`src/rtl/uart_tx_if.sv`:
```
// uart_tx_if: byte-stream handshake and serial-side status of the UART transmitter.
//   tx_vld   producer -> transmitter : tx_data valid this cycle
//   tx_data  producer -> transmitter : byte to send
//   tx_rdy   transmitter -> producer : FIFO can accept this cycle
//   tx       transmitter -> pin      : serial line (idle high)
//   tx_busy  transmitter -> producer : FIFO non-empty or frame in progress
// The master modport is the byte producer; the slave modport is uart_tx.
interface uart_tx_if;
  logic       tx_vld;
  logic [7:0] tx_data;
  logic       tx_rdy;
  logic       tx;
  logic       tx_busy;

  modport master (
    output tx_vld,
    output tx_data,
    input  tx_rdy,
    input  tx,
    input  tx_busy
  );

  modport slave (
    input  tx_vld,
    input  tx_data,
    output tx_rdy,
    output tx,
    output tx_busy
  );
endinterface

```
`src/rtl/uart_tx.sv`:
```
// uart_tx: 8N1 UART transmitter with a small input FIFO.
//   Bytes enter through a valid/ready handshake and are sent as a start bit (0),
//   eight data bits LSB first and a stop bit (1). One bit lasts DIV_CNT+1 clocks.
//   Consecutive queued bytes are sent with no idle gap between frames.
// Ports:
//   clk    in  system clock, rising edge
//   rst_n  in  asynchronous active-low reset; aborts any frame, line returns high
//   bus    slave side of uart_tx_if (tx_vld, tx_data, tx_rdy, tx, tx_busy)
module uart_tx #(
  parameter logic [9:0] DIV_CNT    = 10'd867,
  parameter int         FIFO_DEPTH = 4,
  parameter int         FIFO_AW    = 2
) (
  input  logic     clk,
  input  logic     rst_n,
  uart_tx_if.slave bus
);

  localparam logic [FIFO_AW:0] FULL_CNT = (FIFO_AW+1)'(FIFO_DEPTH);

  typedef enum logic [1:0] {IDLE, START, DATA, STOP} state_t;

  state_t             state;
  logic [9:0]         div_cnt;
  logic [2:0]         bit_cnt;
  logic               tx_q;
  logic [7:0]         shift_q;

  logic [7:0]         fifo_mem [FIFO_DEPTH];
  logic [FIFO_AW-1:0] wr_ptr;
  logic [FIFO_AW-1:0] rd_ptr;
  logic [FIFO_AW:0]   count;

  logic               push;
  logic               pop;
  logic               bit_end;
  logic               fifo_nempty;

  assign bit_end     = (div_cnt == DIV_CNT);
  assign fifo_nempty = (count != '0);
  assign push        = bus.tx_vld && bus.tx_rdy;

  // A byte leaves the FIFO only on the edge that enters START: either from IDLE,
  // or straight out of the last clock of a stop bit when more data is queued.
  always_comb begin
    pop = 1'b0;
    case (state)
      IDLE:    pop = fifo_nempty;
      STOP:    pop = bit_end && fifo_nempty;
      default: pop = 1'b0;
    endcase
  end

  assign bus.tx_rdy  = (count != FULL_CNT);
  assign bus.tx_busy = (state != IDLE) || fifo_nempty;
  assign bus.tx      = tx_q;

  // FIFO control: pointers wrap naturally because the depth is a power of two.
  always_ff @(posedge clk or negedge rst_n) begin
    if (!rst_n) begin
      wr_ptr <= '0;
      rd_ptr <= '0;
      count  <= '0;
    end else begin
      if (push) wr_ptr <= wr_ptr + 1'b1;
      if (pop)  rd_ptr <= rd_ptr + 1'b1;
      case ({push, pop})
        2'b10:   count <= count + 1'b1;
        2'b01:   count <= count - 1'b1;
        default: count <= count;
      endcase
    end
  end

  // FIFO storage and shift register hold data only, so they carry no reset.
  always_ff @(posedge clk) begin
    if (push) fifo_mem[wr_ptr] <= bus.tx_data;
  end

  always_ff @(posedge clk) begin
    if (pop) begin
      shift_q <= fifo_mem[rd_ptr];
    end else if (state == DATA && bit_end) begin
      shift_q <= {1'b0, shift_q[7:1]};
    end
  end

  // Frame sequencer. tx_q is registered and always set to the level of the bit
  // that starts on this edge, so the pin changes exactly at bit boundaries.
  always_ff @(posedge clk or negedge rst_n) begin
    if (!rst_n) begin
      state   <= IDLE;
      tx_q    <= 1'b1;
      div_cnt <= '0;
      bit_cnt <= '0;
    end else begin
      case (state)
        IDLE: begin
          tx_q    <= 1'b1;
          div_cnt <= '0;
          if (fifo_nempty) begin
            state <= START;
            tx_q  <= 1'b0;
          end
        end

        START: begin
          if (bit_end) begin
            div_cnt <= '0;
            bit_cnt <= '0;
            state   <= DATA;
            tx_q    <= shift_q[0];
          end else begin
            div_cnt <= div_cnt + 1'b1;
          end
        end

        DATA: begin
          if (bit_end) begin
            div_cnt <= '0;
            bit_cnt <= bit_cnt + 1'b1;
            if (bit_cnt == 3'd7) begin
              state <= STOP;
              tx_q  <= 1'b1;
            end else begin
              // shift_q shifts on this same edge, so the next bit is shift_q[1] now.
              tx_q <= shift_q[1];
            end
          end else begin
            div_cnt <= div_cnt + 1'b1;
          end
        end

        STOP: begin
          if (bit_end) begin
            div_cnt <= '0;
            if (fifo_nempty) begin
              state <= START;
              tx_q  <= 1'b0;
            end else begin
              state <= IDLE;
              tx_q  <= 1'b1;
            end
          end else begin
            div_cnt <= div_cnt + 1'b1;
          end
        end

        default: begin
          state   <= IDLE;
          tx_q    <= 1'b1;
          div_cnt <= '0;
        end
      endcase
    end
  end

endmodule

```
`src/flat_wrapper.sv`:
```
// flat-port wrapper written by rule: the top's interface ports become plain ports
module uart_tx_flat 
#(
  parameter logic [9:0] DIV_CNT    = 10'd867,
  parameter int         FIFO_DEPTH = 4,
  parameter int         FIFO_AW    = 2
)
  (clk, rst_n, bus_tx_vld, bus_tx_data, bus_tx_rdy, bus_tx, bus_tx_busy);
  uart_tx_if bus_i ();
  input  logic clk;
  input  logic rst_n;
  input wire logic [$bits(bus_i.tx_vld)-1:0] bus_tx_vld;
  input wire logic [$bits(bus_i.tx_data)-1:0] bus_tx_data;
  output wire logic [$bits(bus_i.tx_rdy)-1:0] bus_tx_rdy;
  output wire logic [$bits(bus_i.tx)-1:0] bus_tx;
  output wire logic [$bits(bus_i.tx_busy)-1:0] bus_tx_busy;
  assign bus_i.tx_vld = bus_tx_vld;
  assign bus_i.tx_data = bus_tx_data;
  assign bus_tx_rdy = bus_i.tx_rdy;
  assign bus_tx = bus_i.tx;
  assign bus_tx_busy = bus_i.tx_busy;
  uart_tx #(.DIV_CNT(DIV_CNT), .FIFO_DEPTH(FIFO_DEPTH), .FIFO_AW(FIFO_AW)) u_core (.clk(clk), .rst_n(rst_n), .bus(bus_i));
endmodule
```
`config.mk`:
```
export PLATFORM = sky130hd
export DESIGN_NAME = uart_tx_flat
export DESIGN_NICKNAME = d
export VERILOG_FILES = /design/src/rtl/uart_tx_if.sv /design/src/rtl/uart_tx.sv /design/src/flat_wrapper.sv
export SDC_FILE = /design/constraint.sdc
export NUM_CORES = 1
export LEC_CHECK = 0
export BUFFER_PORTS_ARGS = -buffer_cell sky130_fd_sc_hd__buf_2
export CAP_MARGIN = 20
export CORE_UTILIZATION = 55
export CTS_CLUSTER_DIAMETER = 80
export CTS_CLUSTER_SIZE = 10
export DETAILED_ROUTE_END_ITERATION = 12
export PLACE_DENSITY = 0.73
export SLEW_MARGIN = 20
export SYNTH_ARGS = -nofsm -noshare
export SYNTH_HDL_FRONTEND = slang
export SYNTH_SLANG_ARGS = --single-unit
```
`constraint.sdc`:
```
create_clock -name clk -period 2.8 [get_ports clk]
set_input_delay 0.56 -clock clk [delete_from_list [all_inputs] [get_ports clk]]
set_output_delay 0.56 -clock clk [all_outputs]
set_load 0.01 [all_outputs]
```
==> results of run 1 <==
==> layout make-up <==
type | count | share of cell area [%]
Timing Repair Buffer | 14 | 2.28
Clock buffer | 10 | 4.00
Sequential cell | 63 | 55.7
Multi-Input combinational cell | 112 | 32.0
Inverter | 12 | 1.41
Clock inverter | 6 | 1.92
Tap cell | 67 | 2.63
==> layer usage <==
metal	part of all wire, %	up-vias	wire length, um
met2	49	26	2330
met5	0	-	0
li1	-	749	-
met4	2.0	0	95
met1	47	798	2250
met3	2.3	9	112
==> critical path, stage by stage, from the launching register on <==
cell and delay (ns):
dfrtp_1 0.40, ha_1 0.27, nor3b_4 0.26, a41oi_2 0.16, nor3_2 0.20, ha_1 0.22
inv_1 0.07, fa_1 0.45, xor2_1 0.16, nor2_1 0.13, xor2_1 0.15
==> layout by cell type, fill, tap and decap left out, types with 2 or more instances in the layout <==
cell,Yosys,layout
mux2_4,6,6
edfxtp_1,40,40
nand4_1,2,2
clkbuf_8,0,9
nor2_1,15,15
nand2_1,5,5
nand2b_1,2,2
and2_1,3,3
mux4_2,8,8
o21ai_0,2,2
clkinv_2,0,2
clkinv_4,0,2
xnor2_1,7,7
nand3_1,8,8
ha_1,13,13
and3_1,5,5
inv_1,12,12
nor3_1,4,4
mux2_2,3,3
o221ai_1,2,2
o211ai_1,3,3
xor2_1,7,7
dfrtp_1,22,22
buf_2,2,13
==> cells by family (layout without fill, tap and decap cells) <==
group / Yosys count / in the layout / synth area share [%]
buf+inv: 18 / 42 / 2.74
fa+ha+maj: 14 / 14 / 6.35
xor+xnor: 14 / 14 / 4.26
flops: 63 / 63 / 61.8
mux: 18 / 18 / 10.9
simple gates: 52 / 52 / 10.0
compound gates: 14 / 14 / 3.96
==> metrics by stage <==
step                      area [um^2]  setup slack, ns
after floorplan                  2880            0.312
after global placement           3000            0.407
after detailed placement         3000            0.280
after CTS                        3190            0.245
after global routing             3190           0.0738
final                            3190            0.261
==> worst min-delay path by stage <==
stage / end / slack [ns] / cells past startpoint
2_1_floorplan: u_core.bit_cnt[0] / 0.26 / 0
3_3_place_gp: u_core.div_cnt[0] / 0.47 / 1
3_5_place_dp: u_core.div_cnt[0] / 0.49 / 1
4_1_cts: u_core.bit_cnt[1] / 0.21 / 1
5_1_grt: u_core.bit_cnt[0] / 0.23 / 1
6_report: u_core.bit_cnt[1] / 0.20 / 1
==> sequential cells by signal, indices dropped and copies added (netlist names) <==
name / flops
u_core.bit_cnt: 3
u_core.bus.tx: 1
u_core.count: 3
u_core.div_cnt: 10
u_core.fifo_mem: 32
u_core.rd_ptr: 2
u_core.shift_q: 8
u_core.state: 2
u_core.wr_ptr: 2
==> report_power, final <==
group | leakage, uW | switching [uW] | total, uW | internal [uW]
Sequential | 0.000660 | 199 | 1480 | 1280
Clock | 0.0000976 | 344 | 752 | 408
Combinational | 0.000502 | 564 | 1100 | 535
Total | 0.00126 | 1110 | 3340 | 2230
==> metrics, run 1 <==
status=finished clean; drt pass-1 iters=4; DRC=0; Antenna Nets Post-Route=0; Starting Density=59.0%; WS Path Type=flip-flop to flip-flop; die width=74.3 um; post-CTS setup buffers=0; GR Layer Usage met3=3.66%; global route overflow=0; Synth async-reset ratio=36.5%; Startpoint Class=flip-flop; max_cap viols=0; Post-synth EDFFs=40; post-DR vias/cell=5.57; R2R cell count=10; Worst-Skew Late Latency=0.33 ns; Reg-to-Reg Start=u_core.div_cnt[0]; final cell count without fillers=284; vias in the first global route=1675; dominant cell type by area after synthesis=edfxtp_1; post-detail-place hpwl=3270 um; GRT busiest layer=met2; Clock Tree Buf Depth=2; GR Layer Usage met1=25.7%; Worst Setup SP=u_core.div_cnt[0]; Final Util=65.4%; Reg clk slew, reported paths=0.07 ns; port bufs=13; initial antenna violation count=0; Die Span Y=74.3 um; Sequential Area=1780 um^2; leakage=0.00126 uW; Worst IR Drop VDD=537 uV; die footprint=5530 um^2; most common cell in the netlist=edfxtp_1; n_diodes=0; Placed Instances=268; synth cell count leaders=edfxtp_1, dfrtp_1, nor2_1, ha_1, inv_1; Final Cycle Share=90.7%; Required @ worst endpoint=3.05 ns; Setup TNS=0 ns; HP Class=input pin to async pin; Boundary Pins=14; H-tree lvl count=3; Syn-to-layout area delta=10.8%; Setup Viol. Count Final=0; footprint of the multi-input gates=1020 um^2; top-area cell type share of the netlist area=41.7%; row cnt=25; CTS Sinks=63; WL/cell=16.9 um; Nets=237; sequential-to-total area share from yosys stat=61.8%; Worst Setup EP=u_core.count[2]; Syn Nets=218; Crit Path Max Fanout=5; Root Buffer=clkbuf_8; Vias=1582; Post-Syn Instances=193; core footprint=4880 um^2; Iter 0 DRT Violations=50; GR Layer Usage met2=34.0%; Reg-to-Reg End=u_core.count[2]; number of fill cells in the layout=388; synthesis-stage register bit count=63; Num CTS Buffers=9; Placer Congestion=0.808; synth top area cells=edfxtp_1, dfrtp_1, mux4_2, ha_1, mux2_4; Hold Vio Cnt, Final=0; Hold WS=0.198 ns; Power Total=3340 uW; critical path endpoint category=flip-flop; all-layer global routing usage=20.4%; Critical Path AT=2.79 ns; synthesized cell area=2880 um^2; Post-Syn Area per Cell=14.9 um^2; most common flop cell mapped by yosys=edfxtp_1; Max Clock Skew=0.00774 ns; r2r setup slk=0.26 ns; Slew headroom=49.0%; Power Density=1050 nW/um^2; Period minus WS final=2.54 ns; hold buffer count at CTS=0; library cells used by synthesis=42; Worst Tran Pin Value=0.764 ns; largest net degree at the start of global routing=24; fmax=394 MHz; first-pass GRT wire length=7910 um; Synth warnings=0; RSZ-0062 raised after global routing=false; TritonCTS clock tree=yes; CTS resizes=0; share of cells above drive strength 1=23.0%; Slew Limit Fails=0; final WL=4790 um
No activity file was read; power rests on OpenSTA's default activity.
==> run 2, diff against run 1 <==
--- a/config.mk
+++ b/config.mk
@@ -7,11 +7,12 @@
 export LEC_CHECK = 0
 export BUFFER_PORTS_ARGS = -buffer_cell sky130_fd_sc_hd__buf_2
 export CAP_MARGIN = 20
+export CORE_ASPECT_RATIO = 1.75
 export CORE_UTILIZATION = 55
 export CTS_CLUSTER_DIAMETER = 80
 export CTS_CLUSTER_SIZE = 10
 export DETAILED_ROUTE_END_ITERATION = 12
-export PLACE_DENSITY = 0.73
+export PLACE_DENSITY = 0.84
 export SLEW_MARGIN = 20
 export SYNTH_ARGS = -nofsm -noshare
 export SYNTH_HDL_FRONTEND = slang
==> run 2 against run 1 <==
Against the previous run:
- the run now ends with design-rule violations left
- global-route usage fell by 0.79 points
- combinational power about the same
- core utilization shrank 0.55 points
- via count up 0.44%
- largest cell class unchanged
- routed wire length shrank 3.1%
- sequential share of layout area shrank 1.1 points
- setup slack lost 0.015 ns
==> metrics, run 2 (synthesized netlist as in run 1, its figures left out) <==
fmax=392 MHz (was 394 MHz); hold buffer count at CTS=0 (unchanged); n_diodes=0 (unchanged); Clock Tree Buf Depth=2 (unchanged); port bufs=13 (unchanged); drt pass-1 iters=8 (was 4); WL/cell=17.1 um (was 16.9 um); Placer Congestion=0.817 (was 0.808); die width=56.7 um (was 74.3 um); initial antenna violation count=0 (unchanged); Worst Tran Pin Value=0.749 ns (was 0.764 ns); Syn-to-layout area delta=13.0% (was 10.8%); share of cells above drive strength 1=24.0% (was 23.0%); RSZ-0062 raised after global routing=false (unchanged); Period minus WS final=2.55 ns (was 2.54 ns); CTS resizes=0 (unchanged); H-tree lvl count=3 (unchanged); worst slack, placed=0.259 ns (was 0.280 ns); post-detail-place hpwl=3260 um (was 3270 um); Required @ worst endpoint=3.07 ns (was 3.05 ns); max_cap viols=0 (unchanged); most frequent cells in the layout=edfxtp_1, dfrtp_1, nor2_1 (unchanged); Final Cycle Share=91.2% (was 90.7%); vias in the first global route=1705 (was 1675); all-layer global routing usage=19.6% (was 20.4%); Reg clk slew, reported paths=0.08 ns (was 0.07 ns); Iter 0 DRT Violations=42 (was 50); Critical Path AT=2.83 ns (was 2.79 ns); Final Util=64.8% (was 65.4%); Worst-Skew Late Latency=0.34 ns (was 0.33 ns); Max Clock Skew=0.0124 ns (was 0.00774 ns); Root Buffer=clkbuf_8 (unchanged); Setup Viol. Count Final=0 (unchanged); Slew Limit Fails=0 (unchanged); Nets=237 (unchanged); Vias=1589 (was 1582); post-DR vias/cell=5.86 (was 5.57); TritonCTS clock tree=yes (unchanged); Hold Vio Cnt, Final=0 (unchanged); failing checks=design-rule violations; Num CTS Buffers=9 (unchanged); post-CTS setup buffers=0 (unchanged); Startpoint Class=flip-flop (unchanged); Top Registers=u_core.fifo_mem: 32 flops, u_core.div_cnt: 10 flops, u_core.shift_q: 8 flops (unchanged); Boundary Pins=14 (unchanged); HP Class=input pin to async pin (unchanged); Crit Path Max Fanout=5 (unchanged); first-pass GRT wire length=7890 um (was 7910 um); WS Path Type=flip-flop to flip-flop (unchanged); critical path endpoint category=flip-flop (unchanged); Largest Register=u_core.fifo_mem (unchanged); most common cell after layout, fill and taps aside=edfxtp_1 (unchanged); leakage=0.00129 uW (was 0.00126 uW); final WL=4640 um (was 4790 um); fin area=3250 um^2 (was 3190 um^2); Slew headroom=49.9% (was 49.0%); status=complete, but fails checks (was finished clean); die footprint=5540 um^2 (was 5530 um^2); CTS Sinks=63 (unchanged); global route overflow=0 (unchanged); number of fill cells in the layout=349 (was 388); Worst IR Drop VDD=734 uV (was 537 uV); DRC=2 (was 0); largest net degree at the start of global routing=24 (unchanged); Setup TNS=0 ns (unchanged); Power Total=3610 uW (was 3340 uW); Starting Density=57.3% (was 59.0%); max reg flops=32 (unchanged); Power Density=1110 nW/um^2 (was 1050 nW/um^2); Placed Area=2980 um^2 (was 3000 um^2); Antenna Nets Post-Route=0 (unchanged); worst setup margin=0.246 ns (was 0.261 ns); row cnt=34 (was 25); Die Span Y=97.7 um (was 74.3 um); core footprint=5020 um^2 (was 4880 um^2)
[run 2: routing by layer]
layer | up-vias | GRT usage, % | share of wire, %
met5 | - | 0 | 0
met4 | 0 | 9.23 | 1.7
met3 | 8 | 6.26 | 3.4
met2 | 26 | 34.0 | 56
met1 | 798 | 21.2 | 39
li1 | 757 | - | -
[run 2: path summary, 6_finish.rpt]
path	startpoint	to	slack, ns	cells after the start
min in group clk	bus_tx_data[5]	u_core.fifo_mem[1][5]	0.43	1
hold reg to reg	u_core.div_cnt[0]	u_core.div_cnt[0]	0.50	1
setup reg to reg	u_core.div_cnt[0]	u_core.count[2]	0.25	10
setup / recovery	u_core.div_cnt[0]	u_core.count[2]	0.25	10
hold / removal	rst_n	u_core.state[0]	0.19	1
max in group asynchronous	rst_n	u_core.rd_ptr[0]	2.23	1
[run 2: critical path: stages, from the launching register on]
cell and delay, ns:
dfrtp_1 0.39, ha_1 0.26, nor3b_4 0.26, a41oi_2 0.17
nor3_2 0.23, ha_1 0.23, inv_1 0.08, fa_1 0.45
xor2_1 0.16, nor2_1 0.11, xor2_1 0.15
[run 2: per-stage QoR]
step,hold slack (ns),cells
after global placement,0.464,255
after floorplan,0.264,193
after CTS,0.206,271
after detailed placement,0.481,255
final,0.192,271
after global routing,0.208,271
[run 2: report_power, final]
part	switching [uW]	total [uW]	internal [uW]
Clock	363	1050	684
Sequential	189	1470	1280
Combinational	560	1090	533
[run 2: area by class of cell]
cell class,count,area [um^2],share of cell area [%]
clock buffer,9,124,3.81
clock inverter,7,145,4.46
inverter,12,45.0,1.38
multi-input combinational,112,1020,31.4
sequential,63,1780,54.7
tap,54,67.6,2.08
timing repair buffer,14,72.6,2.23
